==> config.mk <==
export PLATFORM = sky130hd
export DESIGN_NAME = booth_mul_arbiter_flat
export DESIGN_NICKNAME = d
export VERILOG_FILES = /design/src/rtl/booth_arb_pkg.sv /design/src/rtl/booth_mul_arbiter_if.sv /design/src/rtl/Booth.sv /design/src/rtl/booth_mul_arbiter_rr_arbiter.sv /design/src/rtl/booth_mul_arbiter.sv /design/src/flat_wrapper.sv
export SDC_FILE = /design/constraint.sdc
export NUM_CORES = 1
export LEC_CHECK = 0
export ABC_AREA = 1
export ABC_CLOCK_PERIOD_IN_PS = 12700
export CORE_MARGIN = 4
export CORE_UTILIZATION = 58
export DETAILED_ROUTE_END_ITERATION = 7
export PLACE_DENSITY = 0.83
export SLEW_MARGIN = 15
export SYNTH_ARGS = -nofsm -noshare
export SYNTH_HDL_FRONTEND = slang
export SYNTH_SLANG_ARGS = --single-unit
==> constraint.sdc <==
create_clock -name clk -period 12.7 [get_ports clk]
set_clock_uncertainty 0.2 [all_clocks]
set_input_delay 1.905 -clock clk [delete_from_list [all_inputs] [get_ports clk]]
set_output_delay 1.905 -clock clk [all_outputs]
set_load 0.03 [all_outputs]
==> src/rtl/booth_arb_pkg.sv <==
// Shared types and defaults for the Booth multiplier arbiter.
// Holds the FSM state encoding and the round-robin index step used by rr_arbiter.
package booth_arb_pkg;

   typedef enum logic [1:0] {
      IDLE = 2'd0,
      CALC = 2'd1,
      HOLD = 2'd2
   } state_t;

   localparam int DEF_N    = 8;
   localparam int DEF_NREQ = 4;

   // Next index in the circular search; wraps before unused codes when nreq is not a power of 2.
   function automatic int rr_next(input int idx, input int nreq);
      return (idx + 1 >= nreq) ? 0 : idx + 1;
   endfunction

endpackage

==> src/rtl/booth_mul_arbiter_if.sv <==
// Request/response bus between the datapath clients and the shared multiplier.
// master drives requests and consumes products; slave is the arbiter.
interface booth_mul_arbiter_if
   import booth_arb_pkg::*;
#(
   parameter int N    = DEF_N,
   parameter int NREQ = DEF_NREQ,
   parameter int IDW  = $clog2(NREQ)
);
   logic [NREQ-1:0]   req_valid;
   logic [NREQ-1:0]   req_ready;
   logic [NREQ*N-1:0] req_a;
   logic [NREQ*N-1:0] req_b;
   logic              rsp_valid;
   logic              rsp_ready;
   logic [IDW-1:0]    rsp_id;
   logic [2*N-1:0]    rsp_product;

   modport master (
      output req_valid, req_a, req_b, rsp_ready,
      input  req_ready, rsp_valid, rsp_id, rsp_product
   );

   modport slave (
      input  req_valid, req_a, req_b, rsp_ready,
      output req_ready, rsp_valid, rsp_id, rsp_product
   );
endinterface

==> src/rtl/Booth.sv <==
// Combinational signed radix-2 Booth multiplier, full 2N-bit product.
// Zero latency; no handshake.
module Booth #(
   parameter int N = 8
) (
   input  logic [N-1:0]   A,
   input  logic [N-1:0]   B,
   output logic [2*N-1:0] Mul
);
   logic signed [2*N-1:0] a_ext;
   logic signed [2*N-1:0] acc;
   logic                  prev;

   always_comb begin
      a_ext = {{N{A[N-1]}}, A};
      acc   = '0;
      prev  = 1'b0;
      for (int i = 0; i < N; i++) begin
         case ({B[i], prev})
            2'b01:   acc = acc + (a_ext <<< i);
            2'b10:   acc = acc - (a_ext <<< i);
            default: acc = acc;
         endcase
         prev = B[i];
      end
      Mul = acc;
   end
endmodule

==> src/rtl/booth_mul_arbiter_rr_arbiter.sv <==
// Combinational round-robin picker: first asserted request after last_grant.
// Zero latency; grant is all zeros when nothing is requested.
module rr_arbiter
   import booth_arb_pkg::*;
#(
   parameter int NREQ = DEF_NREQ,
   parameter int IDW  = $clog2(NREQ)
) (
   input  logic [NREQ-1:0] req,
   input  logic [IDW-1:0]  last_grant,
   output logic [NREQ-1:0] grant,
   output logic [IDW-1:0]  idx
);
   logic [IDW-1:0] cand;
   logic           found;

   always_comb begin
      grant = '0;
      idx   = '0;
      found = 1'b0;
      cand  = last_grant;
      for (int k = 0; k < NREQ; k++) begin
         cand = IDW'(rr_next(int'(cand), NREQ));
         if (!found && req[cand]) begin
            found       = 1'b1;
            grant[cand] = 1'b1;
            idx         = cand;
         end
      end
   end
endmodule

==> src/rtl/booth_mul_arbiter.sv <==
// Shares one Booth multiplier among NREQ requesters; product valid one edge after accept.
// No new grant while a product is computing or waiting; the product holds until rsp_ready.
module booth_mul_arbiter
   import booth_arb_pkg::*;
#(
   parameter int N    = DEF_N,
   parameter int NREQ = DEF_NREQ,
   parameter int IDW  = $clog2(NREQ)
) (
   input  logic               clk,
   input  logic               rst,
   booth_mul_arbiter_if.slave bus,
   output logic               busy
);
   state_t            state;
   state_t            state_nxt;
   logic [IDW-1:0]    last_grant;
   logic [IDW-1:0]    grant_idx;
   logic [IDW-1:0]    id;
   logic [IDW-1:0]    rsp_id_q;
   logic [NREQ-1:0]   grant;
   logic [NREQ-1:0]   ready;
   logic [N-1:0]      op_a;
   logic [N-1:0]      op_b;
   logic [2*N-1:0]    mul;
   logic [2*N-1:0]    product_q;
   logic              accept;

   rr_arbiter #(.NREQ(NREQ), .IDW(IDW)) u_rr (
      .req        (bus.req_valid),
      .last_grant (last_grant),
      .grant      (grant),
      .idx        (grant_idx)
   );

   Booth #(.N(N)) u_booth (
      .A   (op_a),
      .B   (op_b),
      .Mul (mul)
   );

   always_comb begin
      state_nxt = state;
      ready     = '0;
      case (state)
         IDLE: begin
            ready = grant;
            if (|grant) state_nxt = CALC;
         end
         CALC:    state_nxt = HOLD;
         HOLD:    if (bus.rsp_ready) state_nxt = IDLE;
         default: state_nxt = IDLE;
      endcase
   end

   assign accept = (state == IDLE) && (|grant);

   always_ff @(posedge clk) begin
      if (rst) begin
         state      <= IDLE;
         last_grant <= IDW'(NREQ - 1);
         id         <= '0;
         op_a       <= '0;
         op_b       <= '0;
         rsp_id_q   <= '0;
         product_q  <= '0;
      end else begin
         state <= state_nxt;
         if (accept) begin
            op_a       <= bus.req_a[int'(grant_idx)*N +: N];
            op_b       <= bus.req_b[int'(grant_idx)*N +: N];
            id         <= grant_idx;
            last_grant <= grant_idx;
         end
         // Response registers only move on CALC, so they stay frozen through HOLD.
         if (state == CALC) begin
            product_q <= mul;
            rsp_id_q  <= id;
         end
      end
   end

   assign bus.req_ready   = ready;
   assign bus.rsp_valid   = (state == HOLD);
   assign bus.rsp_id      = rsp_id_q;
   assign bus.rsp_product = product_q;
   assign busy            = (state != IDLE);
endmodule

==> src/flat_wrapper.sv <==
// flat-port wrapper written by rule: the top's interface ports become plain ports
module booth_mul_arbiter_flat import booth_arb_pkg::*;
#(
   parameter int N    = DEF_N,
   parameter int NREQ = DEF_NREQ,
   parameter int IDW  = $clog2(NREQ)
)
  (clk, rst, busy, bus_req_valid, bus_req_a, bus_req_b, bus_rsp_ready, bus_req_ready, bus_rsp_valid, bus_rsp_id, bus_rsp_product);
  booth_mul_arbiter_if #(.N(N), .NREQ(NREQ), .IDW(IDW)) bus_i ();
  input  logic clk;
  input  logic rst;
  output logic busy;
  input wire logic [$bits(bus_i.req_valid)-1:0] bus_req_valid;
  input wire logic [$bits(bus_i.req_a)-1:0] bus_req_a;
  input wire logic [$bits(bus_i.req_b)-1:0] bus_req_b;
  input wire logic [$bits(bus_i.rsp_ready)-1:0] bus_rsp_ready;
  output wire logic [$bits(bus_i.req_ready)-1:0] bus_req_ready;
  output wire logic [$bits(bus_i.rsp_valid)-1:0] bus_rsp_valid;
  output wire logic [$bits(bus_i.rsp_id)-1:0] bus_rsp_id;
  output wire logic [$bits(bus_i.rsp_product)-1:0] bus_rsp_product;
  assign bus_i.req_valid = bus_req_valid;
  assign bus_i.req_a = bus_req_a;
  assign bus_i.req_b = bus_req_b;
  assign bus_i.rsp_ready = bus_rsp_ready;
  assign bus_req_ready = bus_i.req_ready;
  assign bus_rsp_valid = bus_i.rsp_valid;
  assign bus_rsp_id = bus_i.rsp_id;
  assign bus_rsp_product = bus_i.rsp_product;
  booth_mul_arbiter #(.N(N), .NREQ(NREQ), .IDW(IDW)) u_core (.clk(clk), .rst(rst), .bus(bus_i), .busy(busy));
endmodule
## Yosys cells after proc, flatten, opt, wreduce, memory -nomap -nowiden

Index checks and enable logic that the tools add are counted.

| operators by class | value |
|---|---|
| add/subtract/negate cells | 19 |
| magnitude comparators | 12 |
| equality and inequality tests | 18 |
| shift operators | 2 |
| muxes and demuxes | 43 |
| bitwise operators | 3 |
| reductions and logical operators | 15 |

Operators by type and width:

| kind | number |
|---|---|
| one-hot mux 16 bit (2 select lines) | 7 |
| variable part select 32 x 6 -> 8 bit | 2 |
| two-way mux 2 bit | 10 |
| two-way mux 4 bit | 5 |
| adder 16 x 10 -> 16 bit | 1 |
| adder 16 x 11 -> 16 bit | 1 |
| adder 16 x 12 -> 16 bit | 1 |
| adder 16 x 13 -> 16 bit | 1 |
| adder 16 x 14 -> 16 bit | 1 |
| adder 16 x 15 -> 16 bit | 1 |
| adder 16 x 9 -> 16 bit | 1 |
| == test 2 x 1 -> 1 bit (second input constant) | 8 |
| == test 2 bit (second input constant) | 8 |
| two-way mux 16 bit | 1 |
| subtractor 16 x 10 -> 16 bit | 1 |
| subtractor 16 x 11 -> 16 bit | 1 |
| subtractor 16 x 12 -> 16 bit | 1 |
| subtractor 16 x 13 -> 16 bit | 1 |
| subtractor 16 x 14 -> 16 bit | 1 |
| subtractor 16 x 15 -> 16 bit | 1 |
| subtractor 16 x 9 -> 16 bit | 1 |
| adder 2 x 1 -> 3 bit (second input constant) | 4 |
| >= comparator 3 bit (second input constant) | 4 |
| < comparator 2 x 3 -> 1 bit (second input constant) | 4 |
| 15 further kinds | 45 |

| storage, ports and cells | value |
|---|---|
| register bits | 40 |
| bits of input ports | 71 |
| output and inout port bits | 24 |
| word-level logic and storage cells | 119 |

## Longest topological paths before layout

Gate-level depths: netlist of the first run.

| depth | value |
|---|---|
| word-level depth | 21 |
| gate-level depth with buffers | 70 |
| mapped depth without buffers | 70 |

## By module

From an unflattened synthesis of the first run, not the netlist that was laid out.

| unflattened totals | value |
|---|---|
| cell total of the unflattened synthesis | 1,436 |
| area, all modules | 8,156.6 um^2 |

Modules (own cells, without submodules):

| module | instances | cells each | area an instance (um^2) | seq. area each (um^2) |
|---|---|---|---|---|
| Booth | 1 | 939 | 5,297.6 | 0.0 |
| booth_mul_arbiter | 1 | 404 | 2,364.8 | 800.8 |
| rr_arbiter | 1 | 93 | 494.2 | 0.0 |

## Least setup slack after synthesis of the first run

OpenSTA, ideal clock, no wires.

| timing path | value |
|---|---|
| path type | register -> register |
| start | reg u_core.op_a[0] |
| end | reg u_core.product_q[15], in the netlist u_core.bus.rsp_product[15] |
| library setup time | 0.109 ns |
| arrival time | 8.716 ns |
| data required time | 12.391 ns |
| path slack | 3.675 ns |
| stages on the path, launching flop included | 64 |
| buffers on the path | 0 |
| clock period less this slack | 9.025 ns |
| cell sequence | dfxtp_1 inv_1 ha_1 inv_1 nand2_2 nand2_2 inv_1 nor2_1 inv_1 fa_1 inv_1 or2_2 a21oi_1 a21oi_1 ha_1 a21oi_1 nor2_1 nor2_1 (+28 left out) ha_1 a21oi_1 o21ai_0 a21oi_1 nor2_1 nor2_1 nor2_1 nor2_1 nor2_1 nor2_1 o21ai_0 a21oi_1 xor2_1 xnor2_1 xnor2_1 nand2_1 nand2_1 inv_1 |

| on the way | value |
|---|---|
| word-level cells in the longest chain between the ends | 16 |
| elaborated cells on any way between the ends | 23 |
| classes of those cells | add/sub: 15; mux: 8 |

Ends and longest elaborated chain:

| element | RTL line | text |
|---|---|---|
| start, declared | booth_mul_arbiter.sv:23 | `logic [N-1:0] op_a;` |
| start signal, assigned | booth_mul_arbiter.sv:70 | `op_a <= bus.req_a[int'(grant_idx)*N +: N];` |
| subtractor 1 x 8 -> 9 bit | Booth.sv:21 | `2'b10: acc = acc - (a_ext <<< i);` |
| two-way mux 16 bit | Booth.sv:19 | `case ({B[i], prev})` |
| subtractor 16 x 9 -> 16 bit / adder 16 x 9 -> 16 bit (equally long branches) | Booth.sv:21, Booth.sv:20 |  |
| one-hot mux 16 bit (2 select lines) | Booth.sv:19 |  |
| subtractor 16 x 10 -> 16 bit / adder 16 x 10 -> 16 bit (equally long branches) | Booth.sv:21, Booth.sv:20 |  |
| one-hot mux 16 bit (2 select lines) | Booth.sv:19 |  |
| subtractor 16 x 11 -> 16 bit / adder 16 x 11 -> 16 bit (equally long branches) | Booth.sv:21, Booth.sv:20 |  |
| one-hot mux 16 bit (2 select lines) | Booth.sv:19 |  |
| subtractor 16 x 12 -> 16 bit / adder 16 x 12 -> 16 bit (equally long branches) | Booth.sv:21, Booth.sv:20 |  |
| one-hot mux 16 bit (2 select lines) | Booth.sv:19 |  |
| subtractor 16 x 13 -> 16 bit / adder 16 x 13 -> 16 bit (equally long branches) | Booth.sv:21, Booth.sv:20 |  |
| one-hot mux 16 bit (2 select lines) | Booth.sv:19 |  |
| subtractor 16 x 14 -> 16 bit / adder 16 x 14 -> 16 bit (equally long branches) | Booth.sv:21, Booth.sv:20 |  |
| one-hot mux 16 bit (2 select lines) | Booth.sv:19 |  |
| subtractor 16 x 15 -> 16 bit / adder 16 x 15 -> 16 bit (equally long branches) | Booth.sv:21, Booth.sv:20 |  |
| one-hot mux 16 bit (2 select lines) * | Booth.sv:19 |  |
| end signal, assigned | booth_mul_arbiter.sv:77 | `product_q <= mul;` |
| end, declared | booth_mul_arbiter.sv:26 | `logic [2*N-1:0] product_q;` |

Every way passes the cells marked *; elsewhere a longest branch is shown, timed or not.
A chain may end at the register's enable or synchronous reset.

## Final worst setup path of the first run

Same ends and word-level chain as after synthesis.

==> results.sh, run 1 <==
export IMPL_ys_types=50
export IMPL_synth_edf_count=0
export IMPL_hp_class="flop to flop"
export IMPL_grt_pass1_vias=7420
export IMPL_post_cts_setup_buffers=0
export IMPL_worstSetupPathType="flop to flop"
export IMPL_grt_pass1_wl_um=34600
export IMPL_critical_path_required_ns=12.68
export IMPL_max_slew_margin_rel_pct=38.85
export IMPL_drtPass1Iterations=6
export IMPL_root_buffer="clkbuf_16"
export IMPL_cts_tree="done"
export IMPL_maxCapViolations=0
export IMPL_clk_pin_slew_worst_paths_ns=0.06
export IMPL_dieHeight_um=120.7
export IMPL_cpPeakStageDelay_ns=0.58
export IMPL_synth_area_um2=7361
export IMPL_synth_cells=1274
export IMPL_clockBufferDepth=2
export IMPL_antenna_left=0
export IMPL_ys_seq_area_share_pct=10.88
export IMPL_via_count=8361
export IMPL_cp_start_kind="flop"
export IMPL_antenna_cells=0
export IMPL_finalCritPeriodShare_pct=83.82
export IMPL_fin_nets=1499
export IMPL_cts_sinks=40
export IMPL_coreArea_um2=12210
export IMPL_hold_path_startpoint="u_core.id[1]"
export IMPL_startpoint="u_core.op_a[0]"
export IMPL_period_minus_slack_ns=10.65
export IMPL_rsz0062_at_grt="no"
export IMPL_worstMarginPinSlew_ns=0.9163
export IMPL_grt_max_degree=34
export IMPL_fp_dieArea_um2=14560
export IMPL_reg2reg_from="u_core.op_a[0]"
export IMPL_fin_ws_ns=2.054
export IMPL_io_pins=95
export IMPL_dp_hpwl_um=17120
export IMPL_post_place_ws_ns=2.255
export IMPL_routed_wirelength_um=20940
export IMPL_max_freq_mhz=93.94
export IMPL_path_delay_family="compound AO/OA/AOI/OAI gates"
export IMPL_worst_ep_arrival_time_ns=10.63
export IMPL_h_tree_depth=2
export IMPL_setup_viol=0
export IMPL_finalHoldViolations=0
export IMPL_num_rows=40
export IMPL_port_buffers=94
export IMPL_avgSynthCellArea_um2=5.778
export IMPL_antenna_found_initial=0
export IMPL_cp_buffers_inverters=9
export IMPL_tns_ns=0
export IMPL_drc=0
export IMPL_synth_ff_type="dfxtp_1"
export IMPL_synth_top_area_share_pct=14.58
export IMPL_yosysWarningCount=0
export IMPL_routedWlPerCell_um=13.90
export IMPL_end_kind="flop"
export IMPL_final_cells=1506
export IMPL_area_delta_synth_final_pct=15.89
export IMPL_layout_common_cells="nand2_1, nor2_1, inv_1"
export IMPL_numCtsBuffers=5
export IMPL_grt_overflow=0
export IMPL_dp_cells=1498
export IMPL_dr_first_iter_drc_count=679
export IMPL_ctsResizeCount=0
export IMPL_critical_path_most_common_cell="nor2_1"
export IMPL_async_flop_share_pct=0
export IMPL_status="complete, no violations"
export IMPL_critPathSlowestCell="dfxtp_1"
export IMPL_vias_per_cell=5.552
export IMPL_drive_above_1_share_pct=5.381
export IMPL_rrSetupSlack_ns=2.05
export IMPL_finalMaxSlewViolations=0
export IMPL_ys_seq_elements=40
export IMPL_final_common_cell="nand2_1"
export IMPL_start_util_pct=60.28
export IMPL_die_width_um=120.7
export IMPL_yosysTopAreaCell="nand2_1"
export IMPL_hold_buffers=0
export IMPL_grt_total_usage_pct=28.39
export IMPL_synth_nets=1436
export IMPL_synthTopCellsByArea="nand2_1, ha_1, dfxtp_1"
export IMPL_gp_congestion=0.9880
export IMPL_clkLatencyLatePin_ns=0.28
export IMPL_cp_max_fo=10
[metal layers]
| layer | GRT usage [%] | wire (um) | vias to the layer above |
|---|---|---|---|
| li1 | - | - | 4311 |
| met1 | 38.19 | 9606 | 3755 |
| met2 | 48.76 | 9682 | 270 |
| met3 | 4.818 | 1442 | 25 |
| met4 | 3.966 | 210 | 0 |
| met5 | 0 | 0 | - |
[registers in the layout, summed over array words and instances, names as in the netlist]
register and count:
u_core.bus.rsp_id 2, u_core.bus.rsp_product 16, u_core.id 2, u_core.last_grant 2, u_core.op_a 8, u_core.op_b 8, u_core.state 2
[metrics by stage]
stage / hold WS [ns] / instance area [um2] / util [%]
2_1_floorplan: 0.2302 / 7361 / -
3_3_place_gp: 0.2454 / 8367 / 68.51
3_5_place_dp: 0.2539 / 8367 / 68.51
4_1_cts: 0.2654 / 8531 / 69.86
5_1_grt: 0.2802 / 8531 / 69.86
6_report: 0.2633 / 8531 / 69.86
[synth_stat cells, types with 3 or more instances]
cell type  instances
nand3_1           65
o21bai_1           9
o21ai_2            4
nand2_1          286
o31ai_1           10
fa_1               7
nor2_2             3
o21ai_1            6
mux2i_1            5
dfxtp_1           40
clkinv_1           9
buf_2              8
a211oi_1           6
nand3_2           13
o21ai_0          145
clkbuf_1          26
nor3_1             5
a21oi_1           83
nand2_2           18
nor2_1           169
inv_1            165
inv_2              9
nand3b_1           4
or2_2              6
ha_1              84
o32ai_1            6
buf_1              6
o211ai_1           8
a31oi_1           16
xor2_1            18
xnor2_1            9
[cell type report]
class / instances / area (um2)
clock buffers: 6 / 128.9
multi-input cells: 1010 / 5705
fillers: 1189 / 3681
flip-flops and latches: 40 / 800.8
repair buffers: 97 / 963.4
clock inverters: 2 / 35.03
inverters: 183 / 686.9
well taps: 168 / 210.2
[tightest hold or removal path, stage by stage (launching register included)]
cell     delay, ns
dfxtp_1       0.30
inv_1         0.06
a21oi_1       0.05
[logic make-up after synthesis]
logic type | count (synthesis) | synth area share (%)
compound gates | 310 | 24.04
fa+ha+maj | 91 | 16.18
buf+inv | 224 | 11.61
simple gates | 577 | 33.40
flops | 40 | 10.88
xor+xnor | 27 | 3.213
mux | 5 | 0.6800
[worst paths after layout]
check,endpoint,depth (start not counted)
setup / recovery,u_core.bus.rsp_product[15],63
hold / removal,u_core.bus.rsp_id[1],2
hold reg to reg,u_core.bus.rsp_id[1],2
setup reg to reg,u_core.bus.rsp_product[15],63
Power of run 1 is left out: the tool's default activity adds up to more than one toggle a clock period on the data nets, which glitch-free logic cannot reach.
==> inputs of run 2 (changes only) <==
- ABC_CLOCK_PERIOD_IN_PS: 12700 -> 9000
- CORE_UTILIZATION: 58 -> 52
- PLACE_DENSITY: 0.83 -> 0.79
- clock period: 12.7 -> 9 ns (I/O delays scaled with it)
==> run 2 against run 1 <==
Net effect: the flow now finishes with violations (setup timing); cell area grew 17%; cell count grew 8.2%; first-iteration DRC count is 12% higher; setup slack got worse by 2.4 ns; die area rose by 11%; clock-buffer cell count stayed put; global-route usage is 1.9 points lower; non-clock buffer count grew 112; flip-flop and latch count is the same; wire length increased by 21%; critical path type unchanged.
==> results.sh, run 2 (synthesized netlist as in run 1, its figures left out) <==
export IMPL_hp_class="flop to flop"
export IMPL_cpPeakStageDelay_ns=0.48
export IMPL_critPathSlowestCell="fa_2"
export IMPL_antenna_cells=0
export IMPL_fin_ws_ns=-0.3771
export IMPL_clkLatencyLatePin_ns=0.30
export IMPL_worst_ep_arrival_time_ns=9.38
export IMPL_routed_wirelength_um=25400
export IMPL_reg2reg_from="u_core.op_a[1]"
export IMPL_coreArea_um2=13880
export IMPL_cp_max_fo=5
export IMPL_root_buffer="clkbuf_16"
export IMPL_rr_endpoint="u_core.bus.rsp_product[15]"
export IMPL_max_slew_margin_rel_pct=29.71
export IMPL_routedWlPerCell_um=15.58
export IMPL_layout_common_cells="nand2_1, inv_1, nor2_1"
export IMPL_via_count=9333
export IMPL_num_rows=43
export IMPL_critical_path_required_ns=9.00
export IMPL_antenna_left=0
export IMPL_cp_start_kind="flop"
export IMPL_fin_nets=1611
export IMPL_setup_viol=1
export IMPL_cts_sinks=40
export IMPL_io_pins=95
export IMPL_rsz0062_at_grt="yes"
export IMPL_dr_first_iter_drc_count=758
export IMPL_drive_above_1_share_pct=21.24
export IMPL_numCtsBuffers=5
export IMPL_period_minus_slack_ns=9.377
export IMPL_drtPass1Iterations=7
export IMPL_grt_pass1_vias=8075
export IMPL_vias_per_cell=5.726
export IMPL_dp_hpwl_um=17620
export IMPL_gp_congestion=0.9342
export IMPL_dieHeight_um=127.0
export IMPL_worstSetupPathType="flop to flop"
export IMPL_clockBufferDepth=2
export IMPL_grt_max_degree=34
export IMPL_fp_dieArea_um2=16120
export IMPL_max_freq_mhz=106.6
export IMPL_finalMaxSlewViolations=0
export IMPL_grt_pass1_wl_um=36260
export IMPL_finalHoldViolations=0
export IMPL_final_common_cell="nand2_1"
export IMPL_worst_hold_path_endpoint="u_core.bus.rsp_product[9]"
export IMPL_grt_overflow=0
export IMPL_hold_path_startpoint="u_core.bus.rsp_product[9]"
export IMPL_start_util_pct=53.03
export IMPL_whs_ns=0.2713
export IMPL_largest_reg_flops=16
export IMPL_worstMarginPinSlew_ns=1.051
export IMPL_maxCapViolations=0
export IMPL_die_width_um=127.0
export IMPL_rrSetupSlack_ns=-0.38
export IMPL_area_delta_synth_final_pct=35.70
export IMPL_status="finished with violations"
export IMPL_end_kind="flop"
export IMPL_antenna_found_initial=0
export IMPL_port_buffers=94
export IMPL_worstRegToRegCells=55
export IMPL_hold_depth=2
export IMPL_clk_pin_slew_worst_paths_ns=0.07
export IMPL_h_tree_depth=2
export IMPL_finalCritPeriodShare_pct=104.2
export IMPL_violations="setup timing"
export IMPL_grt_total_usage_pct=26.48
export IMPL_drc=0
export IMPL_cts_tree="done"
==> run 2: cell types whose count changed in the layout (fill, tap and decap cells not counted), sizes merged <==
cell  delta
buf    +112
==> run 2: layout make-up <==
cell class / instances / area [um2]
Clock buffer: 6 / 128.9
Clock inverter: 2 / 35.03
Fill cell: 1096 / 3892
Inverter: 183 / 691.9
Multi-Input combinational cell: 1010 / 6284
Sequential cell: 40 / 804.5
Tap cell: 180 / 225.2
Timing Repair Buffer: 209 / 1819
==> run 2: worst max-delay path: cells and delay by family, from the launching register on <==
family,cells,cell delay [ns]
and+or+nand+nor,17,1.83
AOI/OAI and AO/OA,12,1.47
adders and majority gates,10,3.21
xor gates and xnor gates,4,0.67
buffers and inverters,10,1.09
DFF,1,0.33
muxes,2,0.44
==> run 2: what timing repair did <==
item,4_1_cts,5_1_grt
pin swaps,16,93
cloned,0,0
setup endpoints to repair,2,4
resized for setup,43,132
hold buffers,0,0
buffers inserted,10,19
==> run 2: per-layer routing <==
metal | global-route usage [%] | share of wire (%) | routed length, um
met1 | 32.57 | 39 | 9905
met2 | 47.32 | 48 | 12110
met3 | 4.431 | 8.3 | 2098
met4 | 7.886 | 5.1 | 1290
met5 | 0 | 0 | 0
==> run 2: worst max-delay path by stage <==
stage | slack [ns] | cells after the start | endpoint | from
3_3_place_gp | -0.22 | 54 | u_core.bus.rsp_product[15] | u_core.op_a[0]
4_1_cts | 0.003 | 67 | u_core.bus.rsp_product[15] | u_core.op_a[1]
2_1_floorplan | 0.02 | 54 | u_core.bus.rsp_product[15] | u_core.op_a[0]
5_1_grt | -1.09 | 70 | u_core.bus.rsp_product[15] | u_core.op_a[1]
3_5_place_dp | -0.36 | 57 | u_core.bus.rsp_product[15] | u_core.op_a[1]
6_report | -0.38 | 55 | u_core.bus.rsp_product[15] | u_core.op_a[1]
==> run 2: stage by stage <==
step / util, % / setup slack, ns / TNS (ns) / instances / instance area (um2)
after CTS: 67.41 / 0.002708 / 0 / 1611 / 9356
after floorplan: - / 0.01729 / 0 / 1274 / 7365
final: 71.96 / -0.3771 / -0.3771 / 1630 / 9988
after global placement: 64.90 / -0.2201 / -0.2201 / 1593 / 9009
after detailed placement: 64.90 / -0.3570 / -0.3866 / 1593 / 9009
after global routing: 71.96 / -1.091 / -2.284 / 1630 / 9988
Power of run 2 is left out for the same reason.
